===== src/rtl/proc_pkg.sv =====
// Shared constants and types for the proc_ctrl control unit.
// Field positions derive from REG_NUM so the IR layout stays consistent with the register count.
package proc_pkg;

  localparam int unsigned REG_NUM   = 4;
  localparam int unsigned REG_W     = $clog2(REG_NUM);
  localparam int unsigned DATAWIDTH = 2 + 2 * REG_W;

  localparam int unsigned OP_LSB = 2 * REG_W;
  localparam int unsigned X_LSB  = REG_W;
  localparam int unsigned Y_LSB  = 0;

  localparam logic [1:0] OP_MV  = 2'b00;
  localparam logic [1:0] OP_MVI = 2'b01;
  localparam logic [1:0] OP_ADD = 2'b10;
  localparam logic [1:0] OP_SUB = 2'b11;

  typedef enum logic [1:0] {
    T0,
    T1,
    T2,
    T3
  } tstep_e;

  typedef logic [REG_W-1:0] reg_idx_t;

endpackage


===== src/rtl/proc_ctrl_if.sv =====
// Control-unit boundary: instruction input, run request, and datapath/busmux controls.
interface proc_ctrl_if;
  import proc_pkg::*;

  logic                 run;
  logic [DATAWIDTH-1:0] din;
  logic [REG_NUM-1:0]   rout;
  logic                 gout;
  logic                 dinout;
  logic [REG_NUM-1:0]   rin;
  logic                 ain;
  logic                 gin;
  logic                 addsub;
  logic                 done;
  logic                 busy;

  modport master (
    input  run, din,
    output rout, gout, dinout, rin, ain, gin, addsub, done, busy
  );

  modport slave (
    output run, din,
    input  rout, gout, dinout, rin, ain, gin, addsub, done, busy
  );

endinterface


===== src/rtl/proc_regdec.sv =====
// Register index to reversed one-hot decoder: index r drives bit (N-1-r), gated by en.
module proc_regdec #(
  parameter int unsigned N = 4,
  parameter int unsigned W = $clog2(N)
) (
  input  logic [W-1:0] idx,
  input  logic         en,
  output logic [N-1:0] onehot
);

  always_comb begin
    onehot = '0;
    for (int unsigned i = 0; i < N; i++) begin
      onehot[N-1-i] = en && (idx == W'(i));
    end
  end

endmodule


===== src/rtl/proc_ctrl.sv =====
// Multi-cycle control unit: fetches an instruction in T0 and sequences the datapath through
// T1..T3. All control outputs are decoded combinationally from the step register and IR.
module proc_ctrl
  import proc_pkg::*;
(
  input  logic         clk,
  input  logic         rst,
  proc_ctrl_if.master  bus
);

  tstep_e               tstep_q, tstep_d;
  logic [DATAWIDTH-1:0] ir_q, ir_d;

  logic [1:0] op;
  reg_idx_t   rx, ry;
  reg_idx_t   src_idx;
  logic       src_en;
  logic       dst_en;

  assign op = ir_q[OP_LSB +: 2];
  assign rx = ir_q[X_LSB +: REG_W];
  assign ry = ir_q[Y_LSB +: REG_W];

  always_ff @(posedge clk or posedge rst) begin
    if (rst) begin
      tstep_q <= T0;
      ir_q    <= '0;
    end else begin
      tstep_q <= tstep_d;
      ir_q    <= ir_d;
    end
  end

  always_comb begin
    tstep_d    = tstep_q;
    ir_d       = ir_q;
    src_idx    = rx;
    src_en     = 1'b0;
    dst_en     = 1'b0;
    bus.gout   = 1'b0;
    bus.dinout = 1'b0;
    bus.ain    = 1'b0;
    bus.gin    = 1'b0;
    bus.addsub = 1'b0;
    bus.done   = 1'b0;
    bus.busy   = 1'b0;

    case (tstep_q)
      T0: begin
        // Run is only honoured here, so requests while busy never queue.
        if (bus.run) begin
          ir_d    = bus.din;
          tstep_d = T1;
        end
      end
      T1: begin
        bus.busy = 1'b1;
        case (op)
          OP_MV: begin
            src_idx  = ry;
            src_en   = 1'b1;
            dst_en   = 1'b1;
            bus.done = 1'b1;
            tstep_d  = T0;
          end
          OP_MVI: begin
            bus.dinout = 1'b1;
            dst_en     = 1'b1;
            bus.done   = 1'b1;
            tstep_d    = T0;
          end
          OP_ADD, OP_SUB: begin
            src_idx = rx;
            src_en  = 1'b1;
            bus.ain = 1'b1;
            tstep_d = T2;
          end
        endcase
      end
      T2: begin
        bus.busy   = 1'b1;
        src_idx    = ry;
        src_en     = 1'b1;
        bus.gin    = 1'b1;
        bus.addsub = ir_q[OP_LSB];
        tstep_d    = T3;
      end
      T3: begin
        bus.busy = 1'b1;
        bus.gout = 1'b1;
        dst_en   = 1'b1;
        bus.done = 1'b1;
        tstep_d  = T0;
      end
      default: tstep_d = T0;
    endcase
  end

  proc_regdec #(
    .N(REG_NUM),
    .W(REG_W)
  ) u_src_dec (
    .idx   (src_idx),
    .en    (src_en),
    .onehot(bus.rout)
  );

  proc_regdec #(
    .N(REG_NUM),
    .W(REG_W)
  ) u_dst_dec (
    .idx   (rx),
    .en    (dst_en),
    .onehot(bus.rin)
  );

endmodule


===== src/flat_wrapper.sv =====
// flat-port wrapper written by rule: the top's interface ports become plain ports
module proc_ctrl_flat import proc_pkg::*;
  (clk, rst, bus_run, bus_din, bus_rout, bus_gout, bus_dinout, bus_rin, bus_ain, bus_gin, bus_addsub, bus_done, bus_busy);
  proc_ctrl_if bus_i ();
  input  logic clk;
  input  logic rst;
  input wire logic [$bits(bus_i.run)-1:0] bus_run;
  input wire logic [$bits(bus_i.din)-1:0] bus_din;
  output wire logic [$bits(bus_i.rout)-1:0] bus_rout;
  output wire logic [$bits(bus_i.gout)-1:0] bus_gout;
  output wire logic [$bits(bus_i.dinout)-1:0] bus_dinout;
  output wire logic [$bits(bus_i.rin)-1:0] bus_rin;
  output wire logic [$bits(bus_i.ain)-1:0] bus_ain;
  output wire logic [$bits(bus_i.gin)-1:0] bus_gin;
  output wire logic [$bits(bus_i.addsub)-1:0] bus_addsub;
  output wire logic [$bits(bus_i.done)-1:0] bus_done;
  output wire logic [$bits(bus_i.busy)-1:0] bus_busy;
  assign bus_i.run = bus_run;
  assign bus_i.din = bus_din;
  assign bus_rout = bus_i.rout;
  assign bus_gout = bus_i.gout;
  assign bus_dinout = bus_i.dinout;
  assign bus_rin = bus_i.rin;
  assign bus_ain = bus_i.ain;
  assign bus_gin = bus_i.gin;
  assign bus_addsub = bus_i.addsub;
  assign bus_done = bus_i.done;
  assign bus_busy = bus_i.busy;
  proc_ctrl u_core (.clk(clk), .rst(rst), .bus(bus_i));
endmodule

===== config.mk =====
export PLATFORM = sky130hd
export DESIGN_NAME = proc_ctrl_flat
export DESIGN_NICKNAME = d
export VERILOG_FILES = /design/src/rtl/proc_pkg.sv /design/src/rtl/proc_ctrl_if.sv /design/src/rtl/proc_regdec.sv /design/src/rtl/proc_ctrl.sv /design/src/flat_wrapper.sv
export SDC_FILE = /design/constraint.sdc
export NUM_CORES = 1
export LEC_CHECK = 0
export CAP_MARGIN = 20
export CORE_MARGIN = 4
export CORE_UTILIZATION = 40
export CTS_CLUSTER_DIAMETER = 150
export DETAILED_ROUTE_END_ITERATION = 10
export PLACE_DENSITY_LB_ADDON = 0.25
export SLEW_MARGIN = 10
export SYNTH_ARGS = -nofsm -noshare
export SYNTH_HDL_FRONTEND = slang
export SYNTH_SLANG_ARGS = --single-unit

===== constraint.sdc =====
create_clock -name clk -period 3.1 [get_ports clk]
set_clock_uncertainty 0.1 [all_clocks]
set_input_delay 0.775 -clock clk [delete_from_list [all_inputs] [get_ports clk]]
set_output_delay 0.775 -clock clk [all_outputs]
set_load 0.05 [all_outputs]

== Word-level counts from Yosys, hierarchy flattened ==
Cells that the tools add are included.

* RAM bits: 0
* Register bits: 8
* Word-level logic and storage cells: 49
* Memory bits (read-only): 0
* Output and inout port bits: 15
* Bits of input ports: 9
* Latch bits: 0
* Memories: 0

* Equal/unequal tests: 13
* Reductions and logical operators: 17
* Multiplexer cells: 17
* Shift-type cells: 0
* Bitwise logic cells: 0
* Add/subtract/negate cells: 0
* Div/mod/pow operators: 0
* Multipliers: 0
* $lt $le $gt $ge: 0

{| class="wikitable"
|+ Operators with widths
! kind !! count
|-
| 2-bit == test, second input constant || 8
|-
| 1-bit 2-to-1 mux || 10
|-
| 2-bit by 1-bit == test with 1-bit output, second input constant || 4
|-
| 1-bit logical AND || 8
|-
| 2-bit logical NOT || 4
|-
| 2-bit case mux with 2 select lines || 2
|-
| 2-bit case mux with 4 select lines || 1
|-
| 3-bit OR reduction || 2
|-
| 2-bit 2-to-1 mux || 2
|-
| 1-bit case mux with 2 select lines || 2
|-
| 2-bit OR reduction || 2
|-
| 2-bit != test, second input constant || 1
|-
| 2-bit AND reduction || 1
|}

== Logic depth before layout (Yosys ltp) ==
Gate-level depths: netlist (run 1).

* Depth in word-level cells: 5
* Mapped depth: 6

== Hierarchy ==
Synthesis (run 1) repeated with hierarchy kept, for this count alone.

* Cell total of the unflattened synthesis: 50
* Area total of the unflattened synthesis: 544.3 µm²

{| class="wikitable"
|+ By module, submodules not included
! module !! cells an instance !! area each (µm²) !! times used !! seq. area each (µm²)
|-
| proc_ctrl || 42 || 469.2 || 1 || 200.2
|-
| proc_regdec || 4 || 37.5 || 2 || 0.0
|}

== Worst setup path after synthesis (run 1) ==
No wires, ideal clock.

* Kind: register -> output
* Start: register u_core.tstep_q[0]
* End: output bus_rout[1]
* Path buffers: 0
* Setup slack: -0.895 ns
* Arrival: 3.120 ns
* Cell stages (with the launch flop): 7
* Cell sequence: dfrtp_1 inv_1 ha_1 nand2_1 o31ai_4 a22oi_1 nor4b_1

* Cells in the longest elaborated chain, start to end: 4

{| class="wikitable"
|+ Ends and longest elaborated chain
! item !! RTL line !! RTL
|-
| start, declared || proc_ctrl.sv:11 || <nowiki>tstep_e tstep_q, tstep_d;</nowiki>
|-
| start signal, assigned || proc_ctrl.sv:29 || <nowiki>tstep_q <= tstep_d;</nowiki>
|-
| 2-bit == test or 2-bit by 1-bit == test with 1-bit output (tied branches) || proc_ctrl.sv:48 || <nowiki>case (tstep_q)</nowiki>
|-
| 2-bit case mux with 2 select lines || proc_ctrl.sv:48 ||
|-
| 2-bit == test || proc_regdec.sv:14 || <nowiki>onehot[N-1-i] = en && (idx == W'(i));</nowiki>
|-
| 1-bit logical AND (*) || proc_regdec.sv:14 ||
|-
| end, declared || flat_wrapper.sv:9 || <nowiki>output wire logic [$bits(bus_i.rout)-1:0] bus_rout;</nowiki>
|}

Every way passes the cells marked *; elsewhere a longest branch is shown, timed or not.

==> results.md, run 1 <==
- Post-Route WL: 1460 µm
- Gr ovfl total: 0
- Worst-Margin Slew: 505 ps
- Worst Reg-to-Reg Cells: 5
- Number of detailed-route iterations in the first pass: 2
- DRC Markers: 0
- Vias: 561
- GRT Total Usage: 0.153
- Clock buffer depth: 2
- Final Util: 0.735
- Final WS setup: 110 ps
- MaxCap Viol Count: 0
- CTS tree: built
- Clock root buffer: clkbuf_4
- Clock Latency Late Sink: between 200 and 250 ps
- Setup CP Type: flip-flop to output pin
- Antenna diode count: 0
- CP endpoint: bus_rout[0]
- #FFs+latches synth: 8
- Syn avg cell area: 9.62 µm²
- Initial antenna violation count: 0
- Unrepaired setup endpoints after global routing: no
- Crit-path max cell delay: 400 ps
- Synth unique cells: 27
- TritonCTS Buffers: 3
- Startpoint Class: flip-flop
- Synth Cell Area: 616 µm²
- Vias per cell: 5.15
- Setup_tns: 0 ps
- DIE AREA: 2230 µm²
- Crit. End Element: output pin
- First-pass GRT wire length: 2420 µm
- Largest net degree at the start of global routing: 10
- Final period utilization: 0.965
- DIE WIDTH: 47.2 µm
- Area Overhead vs Synth: 63.2%
- Routed Antenna Nets: 0
- Worst path arrival time: 2120 ps
- Fin. Hold Viols: 0
- WP data required: ~2200 ps
- Max-slew headroom: 0.662
- Drt wl/cell: between 10 and 15 µm
- GPL Wtd Cong: 0.838
- Cell Chain, Critical Path: inv_2 > ha_4 > inv_2 > o31ai_4 > o21ai_2 > a2111oi_4 > buf_12
- H-Tree Depth: 1
- Cells after Synth: 64
- IO Pins: 24
- CP bufs+invs: 3
- Max Freq: 0.334 GHz
- Seq/Total Area, Yosys: 0.325
- Reg clk slew, reported paths: about 50 ps
- FF-to-FF setup slack: 1650 ps
- Initial Utilization: 0.451
- Core Area: 1370 µm²
- DIE HEIGHT: ~47 µm
- Syn. warnings: 0
- Slowest stage cell, crit path: a2111oi_4
- Hold Path Class: flip-flop to flip-flop
- Status: complete, no violations
- Hold_buf cts: 0
- Slew Limit Fails: 0
- Share of cells above drive strength 1: 0.447
- DP Worst Slack: between 150 and 200 ps
- Worst-path fanout max: 5
- CP top delay family: compound AO/OA/AOI/OAI gates
- Fin nets: 110
- Starting DRT DRC Count: 5
- Tmin final: 2990 ps
- Instance count on the critical path: 7
- Net count after synthesis: 78
- # clock sinks: 8
- Vias in the first global route: between 500 and 600
- Row count: 13
- Final setup vio count: 0
- IO buf count: 23
- Post-DP HPWL: 1130 µm
- Most used cell, CP: inv_2
cell families (layout without fill, tap and decap cells):
kind of cell / Yosys count / in the layout / synth area share
compound gates: 15 / 15 / 0.195
simple gates: 21 / 21 / 0.199
fa+ha+maj: 5 / 5 / 0.102
mux: 7 / 7 / 0.128
buf+inv: 8 / 38 / 0.0508
flops: 8 / 8 / 0.325
cell usage after synthesis, drive strengths merged:
cell type,n,area share
and3,1,0.010
a2111oi,1,0.024
a22oi,1,0.012
o21a,1,0.012
a211oi,1,0.012
o22ai,1,0.010
nor4b,1,0.014
nand2,4,0.024
and2,3,0.030
o21ai,3,0.030
a21oi,5,0.041
nor2,3,0.018
clkbuf,1,0.0081
nor2b,2,0.020
mux2,7,0.13
o31ai,1,0.035
nand2b,2,0.033
inv,7,0.043
dfrtp,8,0.33
a21boi,1,0.018
nor3b,2,0.024
ha,5,0.10
nor3,3,0.024
per-stage QoR:
stage	cells	hold WS, ps	area [µm²]
global route	109	527	1000
floorplan	64	426	647
finish	109	483	1000
CTS	106	479	965
global placement	101	452	903
detailed placement	101	467	903
how the worst min path moves through the flow:
stage / endpoint / start / slack, ps / cells past startpoint
finish: flip-flop / flip-flop / 480 / 1
global route: flip-flop / flip-flop / 530 / 1
CTS: flip-flop / flip-flop / 480 / 1
detailed placement: flip-flop / flip-flop / 470 / 1
global placement: flip-flop / flip-flop / 450 / 1
floorplan: u_core.ir_q[0] / u_core.ir_q[0] / 430 / 1
layer usage:
metal | up-vias | track usage | part of all wire
met2 | 16 | 0.281 | 0.55
li1 | 285 | - | -
met1 | 260 | 0.174 | 0.40
met5 | - | 0 | 0
met3 | 0 | 0.0153 | 0.052
met4 | 0 | 0.0718 | 0
timing repair:
action                                  in CTS  in global routing
hold endpoints to repair                     0                  0
resized for setup                            3                  6
buffers inserted                             2                  3
pin swaps                                    1                  3
endpoints found under the setup margin       2                  3
cloned                                       0                  0
layout by cell type (no fill, tap or decap), types with 4 or more instances in the layout:
| cell type | instances |
|---|---|
| buf_4 | 12 |
| inv_1 | 4 |
| clkdlybuf4s50_1 | 13 |
| dfrtp_1 | 7 |
| mux2_2 | 7 |
| a21oi_1 | 4 |
layout make-up:
cell class	instances	area (µm²)
Sequential cell	8	201
Clock buffer	3	22.5
Tap cell	15	18.8
Inverter	7	26.3
Timing Repair Buffer	28	280
Multi-Input combinational cell	48	455
Fill cell	113	362
Power of run 1 is left out: the tool's default activity adds up to more than one toggle a clock period on the data nets, which glitch-free logic cannot reach.
==> run 2: changes to the inputs <==
--- a/config.mk
+++ b/config.mk
@@ -10,6 +10,7 @@
 export CORE_UTILIZATION = 40
 export CTS_CLUSTER_DIAMETER = 150
 export DETAILED_ROUTE_END_ITERATION = 10
+export HOLD_SLACK_MARGIN = 0.12
 export PLACE_DENSITY_LB_ADDON = 0.25
 export SLEW_MARGIN = 10
 export SYNTH_ARGS = -nofsm -noshare
==> results of run 2 <==
Final layout, timing and power as in run 1 (identical DEF).
Power of run 2 is left out for the same reason.
